<file path="src/rtl/vector_fifo_stream.sv">
// Streaming element-wise vector adder: two show-ahead operand FIFOs feed an adder
// whose sums are buffered in an output FIFO, sequenced by an IDLE/COMPUTE/DONE FSM.

module StreamFifo #(
    parameter int WIDTH     = 16,
    parameter int ADDR_BITS = 3
) (
    input  logic             clk,
    input  logic             rst,
    input  logic             wrEn_i,
    input  logic [WIDTH-1:0] wrData_i,
    input  logic             rdEn_i,
    output logic [WIDTH-1:0] head_o,
    output logic             full_o,
    output logic             empty_o
);
    localparam int DEPTH = 1 << ADDR_BITS;
    localparam int CW    = ADDR_BITS + 1;

    logic [WIDTH-1:0]     mem_q [DEPTH];
    logic [ADDR_BITS-1:0] wrPtr_q, rdPtr_q;
    logic [CW-1:0]        count_q;
    logic                 doWrite, doRead;

    assign full_o  = (count_q == CW'(DEPTH));
    assign empty_o = (count_q == '0);
    assign head_o  = mem_q[rdPtr_q];
    assign doRead  = rdEn_i && !empty_o;
    // A write into a full FIFO still lands when the head is popped in the same cycle.
    assign doWrite = wrEn_i && (!full_o || doRead);

    always_ff @(posedge clk) begin
        if (doWrite) begin
            mem_q[wrPtr_q] <= wrData_i;
        end
    end

    always_ff @(posedge clk) begin
        if (rst) begin
            wrPtr_q <= '0;
            rdPtr_q <= '0;
            count_q <= '0;
        end else begin
            if (doWrite) begin
                wrPtr_q <= wrPtr_q + ADDR_BITS'(1);
            end
            if (doRead) begin
                rdPtr_q <= rdPtr_q + ADDR_BITS'(1);
            end
            if (doWrite && !doRead) begin
                count_q <= count_q + CW'(1);
            end else if (doRead && !doWrite) begin
                count_q <= count_q - CW'(1);
            end
        end
    end
endmodule

module vector_fifo_stream #(
    parameter int DATA_WIDTH    = 16,
    parameter int LENGTH_BITS   = 8,
    parameter int BUFFER_LENGTH = 3
) (
    input  logic                   clk,
    input  logic                   rst,
    input  logic                   data_in_v1_en,
    input  logic [DATA_WIDTH-1:0]  data_in_v1,
    output logic                   data_in_v1_full,
    input  logic                   data_in_v2_en,
    input  logic [DATA_WIDTH-1:0]  data_in_v2,
    output logic                   data_in_v2_full,
    input  logic                   data_out_en,
    output logic [DATA_WIDTH-1:0]  data_out,
    output logic                   data_out_empty,
    input  logic [LENGTH_BITS-1:0] vector_length,
    input  logic                   start,
    output logic                   done,
    output logic                   idle,
    output logic                   ready
);
    typedef enum logic [1:0] {IDLE, COMPUTE, DONE} state_t;

    state_t                 state_q, state_d;
    logic [LENGTH_BITS-1:0] len_q, len_d, cnt_q, cnt_d, cntInc;
    logic [DATA_WIDTH-1:0]  dataOut_q;
    logic [DATA_WIDTH-1:0]  v1Head, v2Head, outHead, sum;
    logic                   v1Empty, v2Empty, outFull, outEmpty;
    logic                   pushSum, outRead, inWrite1, inWrite2;

    assign inWrite1 = data_in_v1_en && (state_q == COMPUTE);
    assign inWrite2 = data_in_v2_en && (state_q == COMPUTE);
    // The counter check stops consumption once the requested length is reached,
    // leaving surplus operands queued for the next operation.
    assign pushSum  = (state_q == COMPUTE) && (cnt_q != len_q) &&
                      !v1Empty && !v2Empty && !outFull;
    assign sum      = v1Head + v2Head;
    assign outRead  = data_out_en && !outEmpty;
    assign cntInc   = cnt_q + LENGTH_BITS'(1);

    StreamFifo #(.WIDTH(DATA_WIDTH), .ADDR_BITS(BUFFER_LENGTH)) v1Fifo (
        .clk(clk), .rst(rst), .wrEn_i(inWrite1), .wrData_i(data_in_v1),
        .rdEn_i(pushSum), .head_o(v1Head), .full_o(data_in_v1_full), .empty_o(v1Empty)
    );

    StreamFifo #(.WIDTH(DATA_WIDTH), .ADDR_BITS(BUFFER_LENGTH)) v2Fifo (
        .clk(clk), .rst(rst), .wrEn_i(inWrite2), .wrData_i(data_in_v2),
        .rdEn_i(pushSum), .head_o(v2Head), .full_o(data_in_v2_full), .empty_o(v2Empty)
    );

    StreamFifo #(.WIDTH(DATA_WIDTH), .ADDR_BITS(BUFFER_LENGTH)) outFifo (
        .clk(clk), .rst(rst), .wrEn_i(pushSum), .wrData_i(sum),
        .rdEn_i(outRead), .head_o(outHead), .full_o(outFull), .empty_o(outEmpty)
    );

    always_comb begin
        state_d = state_q;
        len_d   = len_q;
        cnt_d   = cnt_q;
        case (state_q)
            IDLE: begin
                if (start) begin
                    state_d = COMPUTE;
                    len_d   = vector_length;
                    cnt_d   = '0;
                end
            end
            COMPUTE: begin
                if (pushSum) begin
                    cnt_d = cntInc;
                end
                if ((len_q == '0) || (pushSum && (cntInc == len_q))) begin
                    state_d = DONE;
                end
            end
            DONE: begin
                if (outEmpty) begin
                    state_d = IDLE;
                end
            end
            default: state_d = IDLE;
        endcase
    end

    always_ff @(posedge clk) begin
        if (rst) begin
            state_q   <= IDLE;
            len_q     <= '0;
            cnt_q     <= '0;
            dataOut_q <= '0;
        end else begin
            state_q <= state_d;
            len_q   <= len_d;
            cnt_q   <= cnt_d;
            if (outRead) begin
                dataOut_q <= outHead;
            end
        end
    end

    assign data_out       = dataOut_q;
    assign data_out_empty = outEmpty;
    assign idle           = (state_q == IDLE);
    assign ready          = (state_q == COMPUTE);
    assign done           = (state_q == DONE);
endmodule

</file>
<file path="config.mk">
export PLATFORM = sky130hd
export DESIGN_NAME = vector_fifo_stream
export DESIGN_NICKNAME = d
export VERILOG_FILES = /design/src/rtl/vector_fifo_stream.sv
export SDC_FILE = /design/constraint.sdc
export NUM_CORES = 1
export LEC_CHECK = 0
export BUFFER_PORTS_ARGS = -buffer_cell sky130_fd_sc_hd__buf_4
export CAP_MARGIN = 40
export CELL_PAD_IN_SITES_DETAIL_PLACEMENT = 1
export CELL_PAD_IN_SITES_GLOBAL_PLACEMENT = 2
export CORE_MARGIN = 5
export CORE_UTILIZATION = 47
export CTS_CLUSTER_DIAMETER = 30
export CTS_CLUSTER_SIZE = 8
export DETAILED_ROUTE_END_ITERATION = 10
export GPL_TIMING_DRIVEN = 0
export PLACE_DENSITY = 0.85
export SYNTH_ARGS = -nofsm -noshare
export SYNTH_HDL_FRONTEND = slang
export SYNTH_SLANG_ARGS = --single-unit
</file>
<file path="constraint.sdc">
create_clock -name clk -period 4.85 [get_ports clk]
set_input_delay 0.2425 -clock clk [delete_from_list [all_inputs] [get_ports clk]]
set_output_delay 0.2425 -clock clk [all_outputs]
set_load 0.02 [all_outputs]
</file>
==> results.toml <==
[drt]
ant_nets = 0
avgRoutedWirePerCell_um = 25.3
via_per_inst = 5.60
routed_wl_mm = 47.4
drc = 0
dr.pass1.iters = 5
routed-via-count = 10500
drt_iter0_drc = 724

[timing]
setup_ws_ns = 0.295
post-route-min-period_ns = 4.56
hold_viol_final = 0
skew_ns = 0.0323
finalCritPeriodShare_pct = 93.9
worst_pin_slew_ns = 0.899
fin_tns_setup_ns = 0
rsz0062_at_grt = "false"
holdWs_ns = 0.163
slew_headroom_pct = 39.8
fmax_mhz = 220
finalSetupViolations = 0
final_max_slew_viol_count = 0

[synthesis]
ys.flop_type = "edfxtp_1"
syn_area_um2 = 18400
synthArstFlopShare_pct = 0
synth_cells = 1033
ys_ff_latch = 454
yosysSeqAreaShare_pct = 70.3
synth_cell_type_count = 56
synth_fp_nets = 1114
synth_warnings = 0
synth_edf_count = 384
avgSynthCellArea_um2 = 17.8

[finish]
drive_above_1_share_pct = 31.9
nNetsFinal = 1357
final_area_um2 = 23600
layout_common_cells = "384 x edfxtp_1, 97 x clkbuf_16, 96 x mux4_2"
area_growth_pct = 28.4
fin_util_pct = 61.0
diodes = 0
final_common_cell = "edfxtp_1"

[placement]
gp_congestion = 0.782
placedInstanceArea_um2 = 20100
place_ws_ns = 0.206
hpwl_mm = 29.8
port_buffers = 66

[clocking]
numCtsBuffers = 93
clkTransAtPathRegs_ns = 0.05
cts-root-buf = "clkbuf_16"
clk_path_buf_depth = 3
cts_setup_buffers = 0
clkLatencyLatePin_ns = 0.61
cts_tree = "yes"
htreeDepth = 3
clock_sinks = 454

[power_and_ir_drop]
p_int_mw = 9.42
share_comb_of_total_power_pct = 11.8
switchingPower_mw = 2.97
powerDensity_nw_per_um2 = 524
p_clk_share_pct = 51.6
swShare_pct = 24.0
power_frac_seq_pct = 36.6
max-vdd-ir-drop_uv = 375
power.leakage_nw = 8.07

[die]
top_level_ports = 68
die-area_um2 = 43200
core_um2 = 38700
die_h_um = 208
start_util_pct = 47.5
die_w_um = 208
rows = 72

[run]
cap_violations = 0

[setup_path]
rr_endpoint = "outFifo.mem_q[0][15]"
reg2regPathDepth = 11
crit_top_cell = "clkbuf_1"
arrival_ns = 4.81
rrSetupSlack_ns = 0.29
cpPeakStageDelay_ns = 0.69
worst-path-max-fanout = 10
crit_family = "buffers and inverters"
cp-start-kind = "flop"
crit_cells = 11
crit_chain = "clkbuf_1 -> clkbuf_1 -> mux2i_1 -> inv_1 -> ha_1 -> a21oi_1 -> o2111ai_1 -> nand2_1 -> o211ai_1 -> o41ai_1 -> xnor2_1"
required_ns = 5.11
cp_num_buf_inv = 3
cp_slowest_cell = "clkbuf_1"
endpoint_kind = "flop"
cp-endpoint = "outFifo.mem_q[0][15]"
crit_type = "flop to flop"

[grt]
grt_pass1_vias = 11500
grt.total_usage_pct = 22.0
grt_pass1_wl_mm = 72.2
overflow = 0
grt_antenna_before_repair = 0
grt_max_degree = 14

[outcome]
outcome = "completed"

[worst_hold_path]
hp-class = "primary input to flop"
through the flow:
stage / instances / total power [mW]
after global placement: 1617 / 5.96
after floorplan: 1033 / 5.54
after CTS: 1870 / 12.5
after global routing: 1871 / 12.8
after detailed placement: 1658 / 6.03
final: 1871 / 12.4
worst reg2reg max path, stage by stage (launching register included):
cell and delay, ns:
dfxtp_1 0.30, clkbuf_1 0.45, clkbuf_1 0.69, mux2i_1 0.56
inv_1 0.10, ha_1 0.30, a21oi_1 0.27, o2111ai_1 0.22
nand2_1 0.16, o211ai_1 0.16, o41ai_1 0.58, xnor2_1 0.40
cells in the mapped netlist, types with 18 or more instances:
library cell	number	area, µm²
a211oi_1	19	143
dfxtp_1	70	1400
a21oi_1	35	175
edfxtp_1	384	11500
ha_1	31	388
nor2_1	70	263
xor2_1	18	158
xnor2_1	28	245
mux4_2	96	2160
nand2_1	40	150
mux2i_1	30	300
clkbuf_1	25	93.8
mux2_2	28	315
sequential cells by signal, summed over array words and instances (netlist names), named ones only:
signal and count:
outFifo.rdPtr_q 3, v1Fifo.mem_q 128, data_out 16, outFifo.mem_q 128, len_q 8, v2Fifo.wrPtr_q 3
v1Fifo.wrPtr_q 3, state_q 2, v2Fifo.count_q 4, cnt_q 8, v2Fifo.rdPtr_q 3, v1Fifo.count_q 4
outFifo.wrPtr_q 3, v1Fifo.rdPtr_q 3, v2Fifo.mem_q 128, outFifo.count_q 4
metal layers:
metal	share of wire [%]	track usage [%]	vias up
li1	-	-	4622
met5	0	0	-
met1	40	26.9	5455
met4	2.8	7.57	0
met2	54	39.7	314
met3	4.0	3.86	85
power by group through the flow:
stage                     sequential (mW)  combinational, mW  clock (mW)
after global routing                 4.55               1.60        6.70
after floorplan                      4.66              0.884           0
after detailed placement             4.60               1.43           0
after CTS                            4.54               1.48        6.47
final                                4.54               1.46        6.39
after global placement               4.60               1.36           0
cells by family (layout without fill, tap and decap cells):
logic type / after synthesis / count (layout) / synth area share, %
buf+inv: 62 / 382 / 1.43
xor+xnor: 46 / 46 / 2.19
fa+ha+maj: 35 / 35 / 2.54
mux: 154 / 154 / 15.1
simple gates: 189 / 189 / 5.04
compound gates: 93 / 93 / 3.45
flops: 454 / 454 / 70.3
worst min-delay path by stage:
stage,from,to,slack (ns),cells past startpoint
6_report,start,state_q[0],0.16,3
5_1_grt,start,state_q[0],0.17,3
4_1_cts,start,state_q[0],0.15,3
3_5_place_dp,data_in_v1[5],v1Fifo.mem_q[2][5],0.48,1
3_3_place_gp,data_in_v1[8],v1Fifo.mem_q[6][8],0.47,1
2_1_floorplan,data_in_v1[0],v1Fifo.mem_q[0][0],0.34,0
timing repair:
item,CTS,global route
setup endpoints to repair,0,8
gates resized for setup,0,4
hold buffers,40,0
endpoints found under the hold margin,264,0
area by class of cell:
class / count / area (µm²)
fill: 3408 / 15100
sequential: 454 / 12900
multi-input combinational: 517 / 5320
clock buffer: 113 / 2510
timing repair buffer: 148 / 1300
clock inverter: 59 / 663
tap: 518 / 648
buffer: 46 / 200
inverter: 16 / 65.1
(Power assumes the default switching activity.)
